===== config.mk =====
export PLATFORM = sky130hd
export DESIGN_NAME = key_duty_ctrl
export DESIGN_NICKNAME = d
export VERILOG_FILES = /design/src/rtl/key_duty_ctrl.sv
export SDC_FILE = /design/constraint.sdc
export NUM_CORES = 1
export LEC_CHECK = 0
export ABC_AREA = 1
export BUFFER_PORTS_ARGS = -buffer_cell sky130_fd_sc_hd__buf_2
export CAP_MARGIN = 20
export CORE_MARGIN = 3
export CORE_UTILIZATION = 52
export CTS_BUF_LIST = sky130_fd_sc_hd__clkbuf_16
export CTS_CLUSTER_DIAMETER = 50
export DETAILED_ROUTE_END_ITERATION = 12
export PLACE_DENSITY_LB_ADDON = 0.15
export SLEW_MARGIN = 20
export SYNTH_ARGS = -nofsm -noshare
export SYNTH_HDL_FRONTEND = slang
export SYNTH_SLANG_ARGS = --single-unit

===== constraint.sdc =====
create_clock -name clk -period 1.4 [get_ports clk]
set_input_delay 0.14 -clock clk [delete_from_list [all_inputs] [get_ports clk]]
set_output_delay 0.14 -clock clk [all_outputs]
set_load 0.02 [all_outputs]

===== src/rtl/key_duty_ctrl.sv =====
// Button-driven duty setpoint: syncs and debounces up/down keys, applies
// stepped, saturating changes with auto-repeat while a key is held.
//
// state   | meaning
// --------+--------------------------------------------------------------
// IDLE    | no key accepted, waiting for a valid command
// PRESS   | key seen, debouncing; step on DEB_TICKS-th tick
// HOLD    | first step done, waiting REPEAT_DELAY ticks before auto-repeat
// REPEAT  | auto-repeat, one step every REPEAT_RATE ticks
// RELEASE | key let go, waiting DEB_TICKS quiet ticks before re-arming
module key_duty_ctrl #(
   parameter int DUTY_W       = 10,
   parameter int DUTY_INIT    = 1016,
   parameter int STEP         = 8,
   parameter int TICK_DIV     = 50000,
   parameter int DEB_TICKS    = 20,
   parameter int REPEAT_DELAY = 500,
   parameter int REPEAT_RATE  = 50
) (
   input  logic              clk,
   input  logic              rst,
   input  logic [1:0]        key,
   output logic [DUTY_W-1:0] duty,
   output logic              duty_upd
);

   localparam int TC_MAX0 = (DEB_TICKS > REPEAT_DELAY) ? DEB_TICKS : REPEAT_DELAY;
   localparam int TC_MAX  = (TC_MAX0 > REPEAT_RATE) ? TC_MAX0 : REPEAT_RATE;
   localparam int TC_W    = $clog2(TC_MAX + 1);
   localparam int PS_W    = (TICK_DIV > 1) ? $clog2(TICK_DIV) : 1;

   localparam logic [1:0] CMD_NONE = 2'b00;
   localparam logic [1:0] CMD_UP   = 2'b01;
   localparam logic [1:0] CMD_DN   = 2'b10;

   typedef enum logic [2:0] {
      S_IDLE, S_PRESS, S_HOLD, S_REPEAT, S_RELEASE
   } state_t;

   state_t            state, state_nxt;
   logic [1:0]        sync1, sync2;
   logic [1:0]        cmd;
   logic [1:0]        dir;
   logic [PS_W-1:0]   ps_cnt;
   logic              tick;
   logic [TC_W-1:0]   tcnt;
   logic              deb_tc, dly_tc, rate_tc;
   logic              do_step;
   logic              tcnt_clr;
   logic [DUTY_W:0]   step_ext, sum, diff;
   logic [DUTY_W-1:0] duty_step;

   always_ff @(posedge clk) begin
      if (rst) begin
         sync1 <= 2'b00;
         sync2 <= 2'b00;
      end else begin
         sync1 <= key;
         sync2 <= sync1;
      end
   end

   // both keys together decode as no key
   always_comb begin
      cmd = CMD_NONE;
      if (sync2 == CMD_UP || sync2 == CMD_DN)
         cmd = sync2;
   end

   always_ff @(posedge clk) begin
      if (rst)
         ps_cnt <= '0;
      else if (tick)
         ps_cnt <= '0;
      else
         ps_cnt <= ps_cnt + 1'b1;
   end

   assign tick    = (ps_cnt == PS_W'(TICK_DIV - 1));
   assign deb_tc  = tick && (tcnt == TC_W'(DEB_TICKS - 1));
   assign dly_tc  = tick && (tcnt == TC_W'(REPEAT_DELAY - 1));
   assign rate_tc = tick && (tcnt == TC_W'(REPEAT_RATE - 1));

   always_ff @(posedge clk) begin
      if (rst) begin
         state <= S_IDLE;
         dir   <= CMD_NONE;
      end else begin
         state <= state_nxt;
         if (state == S_IDLE && cmd != CMD_NONE)
            dir <= cmd;
      end
   end

   always_comb begin
      state_nxt = state;
      case (state)
         S_IDLE:    if (cmd != CMD_NONE) state_nxt = S_PRESS;
         S_PRESS:   if (cmd != dir) state_nxt = S_IDLE;
                    else if (deb_tc) state_nxt = S_HOLD;
         S_HOLD:    if (cmd != dir) state_nxt = S_RELEASE;
                    else if (dly_tc) state_nxt = S_REPEAT;
         S_REPEAT:  if (cmd != dir) state_nxt = S_RELEASE;
         S_RELEASE: if (cmd == CMD_NONE && deb_tc) state_nxt = S_IDLE;
         default:   state_nxt = S_IDLE;
      endcase
   end

   always_comb begin
      do_step  = 1'b0;
      tcnt_clr = (state_nxt != state);
      case (state)
         S_PRESS:   do_step = (cmd == dir) && deb_tc;
         S_HOLD:    do_step = (cmd == dir) && dly_tc;
         S_REPEAT:  if (cmd == dir && rate_tc) begin
                       do_step  = 1'b1;
                       tcnt_clr = 1'b1;
                    end
         S_RELEASE: if (cmd != CMD_NONE) tcnt_clr = 1'b1;
         default:   ;
      endcase
   end

   always_ff @(posedge clk) begin
      if (rst)
         tcnt <= '0;
      else if (tcnt_clr)
         tcnt <= '0;
      else if (tick && state != S_IDLE)
         tcnt <= tcnt + 1'b1;
   end

   // one guard bit catches overflow/underflow before clamping to the rails
   always_comb begin
      step_ext = (DUTY_W + 1)'(STEP);
      sum      = {1'b0, duty} + step_ext;
      diff     = {1'b0, duty} - step_ext;
      if (dir == CMD_UP)
         duty_step = sum[DUTY_W] ? {DUTY_W{1'b1}} : sum[DUTY_W-1:0];
      else
         duty_step = diff[DUTY_W] ? '0 : diff[DUTY_W-1:0];
   end

   always_ff @(posedge clk) begin
      if (rst) begin
         duty     <= DUTY_W'(DUTY_INIT);
         duty_upd <= 1'b0;
      end else begin
         duty_upd <= 1'b0;
         if (do_step) begin
            duty     <= duty_step;
            duty_upd <= (duty_step != duty);
         end
      end
   end

endmodule


==> results by group, run 1 <==
Placed design
  – Dpl ws: -0.2960 ns
  – Final Wtd Congestion: between 0.8 and 0.9
  – PortBufs: 14
  – Dpl hpwl: between 4000 and 5000 µm

Drt
  – DR vias/cell: 5.323
  – Total Wirelength: between 8000 and 9000 µm
  – Remaining DRCs: 0
  – Avg WL per Cell: 14.03 µm
  – Final ANT Viol Nets: 0
  – Drt pass-1 iters: 5
  – Routed vias: between 3000 and 4000
  – DRT iter0 DRCs: roughly 220

GRT
  – First-pass GRT wire length: about 12000 µm
  – Initial antenna violation count: 0
  – GRT overflow: 0
  – Largest net degree at the start of global routing: 13
  – Overall Global Routing Usage: 23.97%
  – Vias in the first global route: between 2000 and 3000

Critical path
  – CP Capture Type: flop
  – R2r startpoint: ps_cnt[1]
  – Worst setup path category: flop to flop
  – Critical Path Fanout Max: 6
  – CP startpoint kind: flop
  – Critical path arrival: slightly below 2 ns
  – CP required: 1.57 ns
  – CP Launch Point: ps_cnt[1]

Timing
  – Setup violators final: 39
  – Setup Skew: around 0.011 ns
  – Final worst path period need: 1.816 ns
  – Unrepaired setup endpoints after global routing: true
  – Number of hold violations in the final report: 0
  – Final WS setup: -0.4162 ns
  – Crit share post-route: 129.7%
  – Fmax: approximately 0.55 GHz
  – Worst Max-Slew Pin Slew: 0.4609 ns
  – Rel. slew slack: around 69%
  – Max Transition Viols Final: 0
  – WHS: 0.05866 ns
  – Setup TNS: -9.802 ns

Cells and area
  – Fin nets: 520
  – Filler cell count: roughly 330
  – Syn-to-layout area delta: 50.60%
  – Antenna fix cells: 0
  – Layout cells sized above 1: between 40% and 50%

Pwr
  – Leakage: approximately 1.8 nW
  – Peak supply drop: between 0.4 and 0.5 mV
  – PwrDens: 682.5 nW/µm²

Logic synthesis
  – Cell taking the most area after synthesis: dfxtp_1
  – Post-Syn Area: around 2600 µm²
  – Post-synth top area share: around a third
  – Post-Syn Nets: approximately 410
  – Mapped Cells: between 400 and 500
  – Avg Cell Area, Syn: 6.523 µm²
  – Flops & latches, synth: 45
  – Ys Warns: 0
  – Area contributors post-synth: dfxtp_1 (34%), nand2_1 (11%), inv_1 (9.7%)
  – Post-synthesis sequential area ratio: between 30 and 40%
  – Synth cell types: 32

Clock network
  – Clock transition at path regs: 0.07 ns
  – Worst skew pair latency: ~0.28 ns
  – CTS sink cnt: between 40 and 50
  – Deepest clock path buffer count: 2
  – Clock root cell: clkbuf_16
  – Hold buffers post-CTS: 0
  – Num CTS Buffers: 5
  – CTS tree: built
  – H-tree depth: 2

Die
  – Core Box Area: around 4800 µm²
  – Die height: about 77 µm
  – Die Width: ~77 µm
  – Die Area: 5944 µm²
  – I/O pins: 15
  – Rows: 25
  – Starting Density: between 50 and 60%

Status
  – Violated checks: setup timing
  – Outcome: complete, but fails checks

Flow run
  – Max_cap viols: 0

Worst hold path
  – Hold wc startpoint: key[1]
  – Hold WC Path Type: input port to flop
## sequential cells by signal, summed over array words and instances, names as in the netlist
signal and flops:
ps_cnt 16, duty_upd 1, state 3, sync2 2, dir 2, tcnt 9
duty 10, sync1 2
## placed cells by master, fill, tap and decap left out, types with 7 or more instances in the layout
cell / synthesis / layout
o21ai_0: 29 / 20
a21oi_1: 21 / 15
nand3_2: 2 / 7
buf_6: 1 / 9
dfxtp_1: 45 / 32
buf_4: 0 / 75
nor2_2: 3 / 12
nand2_2: 2 / 17
nor2_4: 2 / 7
nand4_1: 8 / 8
nor3_2: 2 / 7
nand3_1: 25 / 19
dfxtp_2: 0 / 13
xor2_1: 9 / 8
clkbuf_16: 0 / 7
buf_2: 1 / 14
inv_1: 68 / 58
inv_2: 2 / 13
nand2_1: 80 / 63
nor2_1: 61 / 47
## per-stage QoR
step	std cells	util, %	cell area [µm²]	power, mW
global route	576	82.18	3959	2.778
CTS	568	77.14	3716	2.668
detailed placement	553	70.47	3395	1.524
global placement	553	70.47	3395	1.518
finish	576	82.18	3959	2.702
floorplan	403	-	2691	1.459
## metal layers
| layer | GRT usage [%] | wire (µm) |
|---|---|---|
| met1 | 29.08 | 3393 |
| met2 | 43.12 | 4056 |
| met3 | 4.343 | 428 |
| met4 | 6.762 | 205 |
| met5 | 0 | 0 |
## repair_timing
action                     CTS  global route
gates cloned                 1             2
pin swaps                   11            11
buffers inserted             8             6
resized for setup           37            52
setup endpoints to repair   37            41
## worst max-delay path, stage by stage (launching register included)
cell     delay, ns
dfxtp_2       0.36
ha_4          0.15
nand2_4       0.05
nor2_4        0.12
nand2_2       0.07
nor2_4        0.21
nand2_2       0.12
nand2_2       0.07
nand2_1       0.06
nand2_2       0.09
nand2_1       0.09
nand2_2       0.11
nor2_4        0.06
nand2_4       0.08
nor2_1        0.05
## where the power goes
part           total [mW]  switching (mW)  internal, mW
logic               0.256           0.146         0.110
registers            1.32          0.0201          1.30
clock network        1.12           0.484         0.640
total                2.70           0.651          2.05
## Yosys cell counts (all sizes together)
master   count
nand2       83
inv         70
nor2        66
dfxtp       45
o21ai       29
nand3       27
a21oi       21
nor3        14
xor2         9
nand4        8
ha           7
o211ai       6
xnor2        5
buf          2
clkbuf       2
or2          2
mux2i        1
nand3b       1
nor2b        1
nor3b        1
nor4         1
o2111ai      1
o31ai        1
## final cells by class
cell class	instances	area [µm²]	share of cell area, %
clock inverters	2	7.507	0.1896
clock buffers	5	125.1	3.161
multi-input cells	285	1738	43.90
well taps	67	83.83	2.118
flip-flops and latches	45	917.1	23.17
repair buffers	102	824.5	20.83
inverters	70	262.8	6.637
## path summary, 6_finish.rpt
path	to	slack, ns	depth (start not counted)
setup / recovery	tcnt[2]	-0.42	14
hold / removal	sync1[1]	0.06	3
setup reg to reg	tcnt[2]	-0.42	14
hold reg to reg	sync2[0]	0.39	2
## logic make-up after synthesis
group                      share of synthesized area [%]
muxes                                             0.3808
xor gates and xnor gates                           4.665
AOI/OAI and AO/OA                                  11.85
buffers and inverters                              10.90
DFF                                                34.27
adders and majority gates                          3.332
and+or+nand+nor                                    34.60
Note: power is estimated with default switching activity, not from simulation.
==> run 2, diff against run 1 <==
--- a/config.mk
+++ b/config.mk
@@ -10,7 +10,7 @@
 export CAP_MARGIN = 20
 export CORE_MARGIN = 3
 export CORE_UTILIZATION = 52
-export CTS_BUF_LIST = sky130_fd_sc_hd__clkbuf_16
+export CTS_BUF_LIST = sky130_fd_sc_hd__clkbuf_2 sky130_fd_sc_hd__clkbuf_4 sky130_fd_sc_hd__clkbuf_8
 export CTS_CLUSTER_DIAMETER = 50
 export DETAILED_ROUTE_END_ITERATION = 12
 export PLACE_DENSITY_LB_ADDON = 0.15
==> results by group, run 2 (synthesized netlist as in run 1, its figures left out) <==
Cells and area
  – Filler cell count: 328 (+0.31%)
  – Register area: 923.4 µm² (+0.68%)
  – Top reg by flops: ps_cnt
  – Multi-input logic area: 1692 µm² (-2.7%)
  – Fin nets: 525 (+0.96%)
  – Most frequent cells in the layout: buf_4 (80), nand2_1 (64), inv_1 (60), nor2_1 (47), dfxtp_1 (33)
  – Max FFs per register: 16 (unchanged)
  – Layout cells sized above 1: 39.30% (-1.2 points)
  – Syn-to-layout area delta: 48.88%
  – Commonest non-fill, non-tap cell in the layout: buf_4
  – Layout Cells excl Fill: 581 (+0.87%)
  – Final core area utilization: 81.25% (-0.94 points)
  – Biggest regs: ps_cnt: 16 flops, duty: 10 flops, tcnt: 9 flops
  – Antenna fix cells: 0 (unchanged)

Placed design
  – Dpl hpwl: 4591 µm (unchanged)
  – Placed cell count: 553 (unchanged)
  – PortBufs: 14 (unchanged)
  – Final Wtd Congestion: 0.8765 (unchanged)

Die
  – Core Box Area: 4817 µm² (unchanged)
  – Starting Density: 54.57% (unchanged)
  – Die height: 77.10 µm (unchanged)
  – Die Width: 77.10 µm (unchanged)
  – Die Area: 5944 µm² (unchanged)
  – Rows: 25 (unchanged)
  – I/O pins: 15 (unchanged)

Status
  – Violated checks: setup timing
  – Outcome: complete, but fails checks

Timing
  – Setup violators final: 40 (+2.6%)
  – Rel. slew slack: 69.11% (+0.12 points)
  – Setup Skew: 0.01832 ns (+0.006972 ns)
  – Max Transition Viols Final: 0 (unchanged)
  – WHS: 0.05143 ns (-0.007221 ns)
  – Final worst path period need: 1.795 ns (-0.02069 ns)
  – Fmax: 0.5570 GHz (+1.2%)
  – Setup TNS: -10.90 ns (-1.100 ns)
  – Worst Max-Slew Pin Slew: 0.4591 ns (-0.001837 ns)
  – Number of hold violations in the final report: 0 (unchanged)
  – Unrepaired setup endpoints after global routing: true
  – Crit share post-route: 128.2% (-1.5 points)
  – Final WS setup: -0.3955 ns (+0.02069 ns)

Flow run
  – Max_cap viols: 0 (unchanged)

Pwr
  – Peak supply drop: 0.3875 mV (-20%)
  – Comb power frac: 10.2% (+0.7 points)
  – Clock share of power: 35.3% (-6.3 points)
  – Int Pwr: 1.812 mW (-12%)
  – Total power: 2.413 mW (-11%)
  – Leakage: 1.802 nW (+1.1%)
  – Sw Share: 24.88% (+0.80 points)
  – Psw: 0.6002 mW (-7.7%)
  – PwrDens: 616.4 nW/µm² (-9.7%)
  – Sequential share of power: 54.5% (+5.6 points)

Critical path
  – Critical Path Fanout Max: 6 (unchanged)
  – CP Capture Type: flop
  – R2r startpoint: ps_cnt[1]
  – FF-to-FF path depth: 12 (-2)
  – Worst setup path category: flop to flop
  – Reg-to-Reg End: duty[6]
  – R2R Setup Slk: -0.40 ns (+0.02 ns)
  – CP required: 1.62 ns (+0.05 ns)
  – Critical path arrival: 2.02 ns (+0.03 ns)
  – CP startpoint kind: flop

Drt
  – Final ANT Viol Nets: 0 (unchanged)
  – DR vias/cell: 5.181 (-2.7%)
  – Avg WL per Cell: 13.22 µm (-5.8%)
  – Total Wirelength: 7683 µm (-4.9%)
  – DRT iter0 DRCs: 212 (-2.8%)
  – Remaining DRCs: 0 (unchanged)
  – Drt pass-1 iters: 5 (unchanged)
  – Routed vias: 3010 (-1.8%)

Clock network
  – CTS tree: built
  – CTS sink cnt: 45 (unchanged)
  – Num CTS Buffers: 5 (unchanged)
  – Deepest clock path buffer count: 2 (unchanged)
  – H-tree depth: 2 (unchanged)
  – Worst skew pair latency: 0.30 ns (+0.02 ns)
  – Hold buffers post-CTS: 0 (unchanged)
  – Clock root cell: clkbuf_8
  – Clock transition at path regs: 0.09 ns (+0.02 ns)

GRT
  – Vias in the first global route: 2724 (-0.98%)
  – Initial antenna violation count: 0 (unchanged)
  – Overall Global Routing Usage: 23.38% (-0.59 points)
  – Largest net degree at the start of global routing: 13 (unchanged)
  – First-pass GRT wire length: 11640 µm (-1.7%)
  – GRT overflow: 0 (unchanged)

Worst hold path
  – Hold wc startpoint: key[1]
  – Hold depth: 3 (unchanged)
  – Hold path endpoint: sync1[1]
  – Hold WC Path Type: input port to flop
## run 2: cell count changes in the layout (fill, tap and decap cells not counted), sizes merged
cell,change
buf,+5
inv,-1
clkbuf,+2
clkinv,-1
## run 2: power by group through the flow
stage | sequential (mW) | clock [mW] | combinational (mW)
2_1_floorplan | 1.34 | 0 | 0.116
3_5_place_dp | 1.35 | 0 | 0.178
5_1_grt | 1.32 | 0.917 | 0.266
4_1_cts | 1.32 | 0.871 | 0.208
6_report | 1.32 | 0.851 | 0.246
3_3_place_gp | 1.34 | 0 | 0.174
## run 2: critical path, cell delays in order (launching register included)
cell and delay [ns]:
dfxtp_2 0.37, ha_4 0.15, nand2_4 0.05, nor2_4 0.15, nand2_2 0.08, nor2_4 0.17
nand3_2 0.13, nand2_2 0.10, nand2_2 0.08, nand2_4 0.15, clkbuf_16 0.15, a21oi_1 0.06
o21ai_0 0.08
## run 2: metal layers
| metal | global-route usage [%] | up-vias | routed length [µm] |
|---|---|---|---|
| met5 | 0 | - | 0 |
| li1 | - | 1502 | - |
| met1 | 30.32 | 1392 | 3283 |
| met3 | 4.577 | 19 | 318 |
| met4 | 5.872 | 0 | 148 |
| met2 | 39.81 | 97 | 3931 |
## run 2: area by class of cell
class	count	area share (%)
Multi-Input combinational cell	285	43.22
Timing Repair Buffer	107	22.03
Clock buffer	7	2.302
Sequential cell	45	23.59
Tap cell	67	2.142
Inverter	70	6.714
## run 2: timing repair
action                                  4_1_cts  5_1_grt
buffers inserted                             14        7
resized for setup                            35       45
endpoints found under the setup margin       32       41
cloned                                        1        2
pin swaps                                    20       19
## run 2: how the worst max path moves through the flow
stage / from / endpoint / cells after the start
floorplan: ps_cnt[1] / duty[7] / 11
detailed placement: ps_cnt[0] / tcnt[4] / 14
global placement: ps_cnt[1] / tcnt[2] / 14
CTS: sync2[0] / tcnt[2] / 11
finish: ps_cnt[1] / duty[6] / 12
global route: ps_cnt[1] / duty[6] / 12
## run 2: per-stage QoR
stage / cell area (µm²) / setup slack (ns)
after detailed placement: 3395 / -0.2960
after global placement: 3395 / -0.2512
after floorplan: 2691 / -0.1089
after global routing: 3914 / -0.4931
final: 3914 / -0.3955
after CTS: 3689 / -0.2845
==> run 3, diff against run 2 <==
--- a/config.mk
+++ b/config.mk
@@ -14,6 +14,7 @@
 export CTS_CLUSTER_DIAMETER = 50
 export DETAILED_ROUTE_END_ITERATION = 12
 export PLACE_DENSITY_LB_ADDON = 0.15
+export SETUP_SLACK_MARGIN = 0.15
 export SLEW_MARGIN = 20
 export SYNTH_ARGS = -nofsm -noshare
 export SYNTH_HDL_FRONTEND = slang
==> results by group, run 3 (synthesized netlist as in run 1, its figures left out) <==
Placed design
  – Final Wtd Congestion: 0.8891 (+1.4%)
  – Placed cell count: 555 (+0.36%)
  – Dpl hpwl: 4766 µm (+3.8%)
  – PortBufs: 14 (unchanged)

Die
  – Rows: 25 (unchanged)
  – Die Area: 5944 µm² (unchanged)
  – Starting Density: 54.57% (unchanged)
  – I/O pins: 15 (unchanged)
  – Core Box Area: 4817 µm² (unchanged)
  – Die height: 77.10 µm (unchanged)
  – Die Width: 77.10 µm (unchanged)

GRT
  – First-pass GRT wire length: 12240 µm (+5.2%)
  – Initial antenna violation count: 0 (unchanged)
  – Overall Global Routing Usage: 25.09% (+1.7 points)
  – Largest net degree at the start of global routing: 14 (+1)
  – GRT overflow: 0 (unchanged)
  – Vias in the first global route: 2802 (+2.9%)

Critical path
  – Worst setup path category: flop to flop
  – FF-to-FF path depth: 12 (unchanged)
  – CP Launch Point: ps_cnt[0]
  – R2R Setup Slk: -0.35 ns (+0.05 ns)
  – Critical Path Fanout Max: 5 (-1)
  – CP required: 1.59 ns (-0.03 ns)
  – CP Capture Type: flop
  – R2r startpoint: ps_cnt[0]
  – Critical path arrival: 1.94 ns (-0.08 ns)
  – CP startpoint kind: flop
  – Reg-to-Reg End: tcnt[8]

Timing
  – WHS: 0.03710 ns (-0.01433 ns)
  – Setup Skew: 0.007549 ns (-0.01077 ns)
  – Crit share post-route: 124.7% (-3.6 points)
  – Final WS setup: -0.3452 ns (+0.05028 ns)
  – Rel. slew slack: 72.11% (+3.0 points)
  – Unrepaired setup endpoints after global routing: true
  – Setup TNS: -9.587 ns (+1.314 ns)
  – Final worst path period need: 1.745 ns (-0.05028 ns)
  – Worst Max-Slew Pin Slew: 0.4152 ns (-0.04388 ns)
  – Setup violators final: 39 (-2.5%)
  – Number of hold violations in the final report: 0 (unchanged)
  – Fmax: 0.5730 GHz (+2.9%)
  – Max Transition Viols Final: 0 (unchanged)

Clock network
  – Hold buffers post-CTS: 0 (unchanged)
  – Clock root cell: clkbuf_8
  – Worst skew pair latency: 0.30 ns (about the same)
  – Num CTS Buffers: 5 (unchanged)
  – CTS sink cnt: 45 (unchanged)
  – H-tree depth: 2 (unchanged)
  – Clock transition at path regs: 0.08 ns (about the same)
  – CTS tree: built
  – Deepest clock path buffer count: 2 (unchanged)

Cells and area
  – Layout cells sized above 1: 42.83% (+3.5 points)
  – Top reg by flops: ps_cnt
  – Layout Cells excl Fill: 583 (+0.34%)
  – Syn-to-layout area delta: 51.59%
  – Antenna fix cells: 0 (unchanged)
  – Most frequent cells in the layout: buf_4 (81), nand2_1 (64), inv_1 (56), nor2_1 (39), dfxtp_1 (31)
  – Biggest regs: ps_cnt: 16 flops, duty: 10 flops, tcnt: 9 flops
  – Commonest non-fill, non-tap cell in the layout: buf_4
  – Max FFs per register: 16 (unchanged)
  – Fin nets: 526 (+0.19%)

Pwr
  – Leakage: 1.817 nW (+0.82%)
  – PwrDens: 622.9 nW/µm² (+1.0%)
  – Clock share of power: 36.0% (+0.7 points)
  – Sw Share: 24.86% (about the same)
  – Int Pwr: 1.865 mW (+2.9%)
  – Comb power frac: 10.9% (+0.7 points)
  – Peak supply drop: 0.6104 mV (+58%)
  – Sequential share of power: 53.1% (-1.4 points)
  – Psw: 0.6172 mW (+2.8%)

Worst hold path
  – Hold WC Path Type: input port to flop
  – Hold wc startpoint: key[1]
  – Hold depth: 3 (unchanged)
  – Hold path endpoint: sync1[1]

Drt
  – DR vias/cell: 5.089 (-1.8%)
  – Final ANT Viol Nets: 0 (unchanged)
  – Avg WL per Cell: 12.69 µm (-4.0%)
  – Routed vias: 2967 (-1.4%)
  – Remaining DRCs: 0 (unchanged)
  – Drt pass-1 iters: 4 (-1)
  – DRT iter0 DRCs: 186 (-12%)
  – Total Wirelength: 7398 µm (-3.7%)

Flow run
  – Max_cap viols: 0 (unchanged)

Status
  – Outcome: complete, but fails checks
  – Violated checks: setup timing
[run 3: changes by cell type in the layout (fill, tap and decap cells not counted), sizes merged]
cell,delta
clkinv,+1
buf,+3
clkbuf,-2
[run 3: worst max path at each step]
| stage | endpoint |
|---|---|
| after global placement | tcnt[1] |
| final | tcnt[8] |
| after CTS | tcnt[6] |
| after detailed placement | tcnt[1] |
| after global routing | tcnt[6] |
| after floorplan | duty[7] |
[run 3: repair_timing]
item                       in CTS  in global routing
buffers inserted               10                  9
hold endpoints to repair        0                  0
gates cloned                    1                  0
gates resized for setup        45                 53
pin swaps                      25                 20
setup endpoints to repair      41                 41
[run 3: power groups by stage]
stage | logic (mW) | clock network [mW] | registers (mW)
3_5_place_dp | 0.188 | 0 | 1.35
3_3_place_gp | 0.181 | 0 | 1.34
5_1_grt | 0.296 | 0.960 | 1.32
6_report | 0.270 | 0.893 | 1.32
4_1_cts | 0.225 | 0.916 | 1.32
2_1_floorplan | 0.118 | 0 | 1.34
[run 3: critical path, cell delays in order, from the launching register on]
cell     delay, ns
dfxtp_2       0.37
ha_4          0.15
nand2_4       0.05
nor2_4        0.12
nand2_2       0.09
nor2_4        0.18
buf_4         0.15
nand3_2       0.10
nor2b_4       0.16
nand2_2       0.07
nor2_4        0.06
nand2_4       0.10
nor2_1        0.05
[run 3: final cells by class]
class	instances	area [µm²]
Multi-Input combinational cell	285	1767
Sequential cell	45	925.9
Timing Repair Buffer	108	842.1
Fill cell	304	832.0
Inverter	70	265.3
Clock buffer	7	96.34
Tap cell	67	83.83
Clock inverter	1	5.005
[run 3: stage by stage]
stage          setup WS, ns  utilization, %  cell area, µm²  power, mW
2_1_floorplan       -0.1060               -            2711      1.461
3_3_place_gp        -0.2457           71.14            3427      1.526
3_5_place_dp        -0.3181           71.14            3427      1.534
4_1_cts             -0.2887           78.10            3762      2.458
5_1_grt             -0.4662           82.73            3985      2.577
6_report            -0.3452           82.73            3985      2.482
[run 3: layer usage]
| metal | up-vias | track usage [%] | part of all wire [%] |
|---|---|---|---|
| met5 | - | 0 | 0 |
| met4 | 0 | 9.253 | 2.5 |
| met1 | 1370 | 30.84 | 44 |
| met3 | 17 | 3.404 | 3.3 |
| met2 | 70 | 44.43 | 50 |
| li1 | 1510 | - | - |
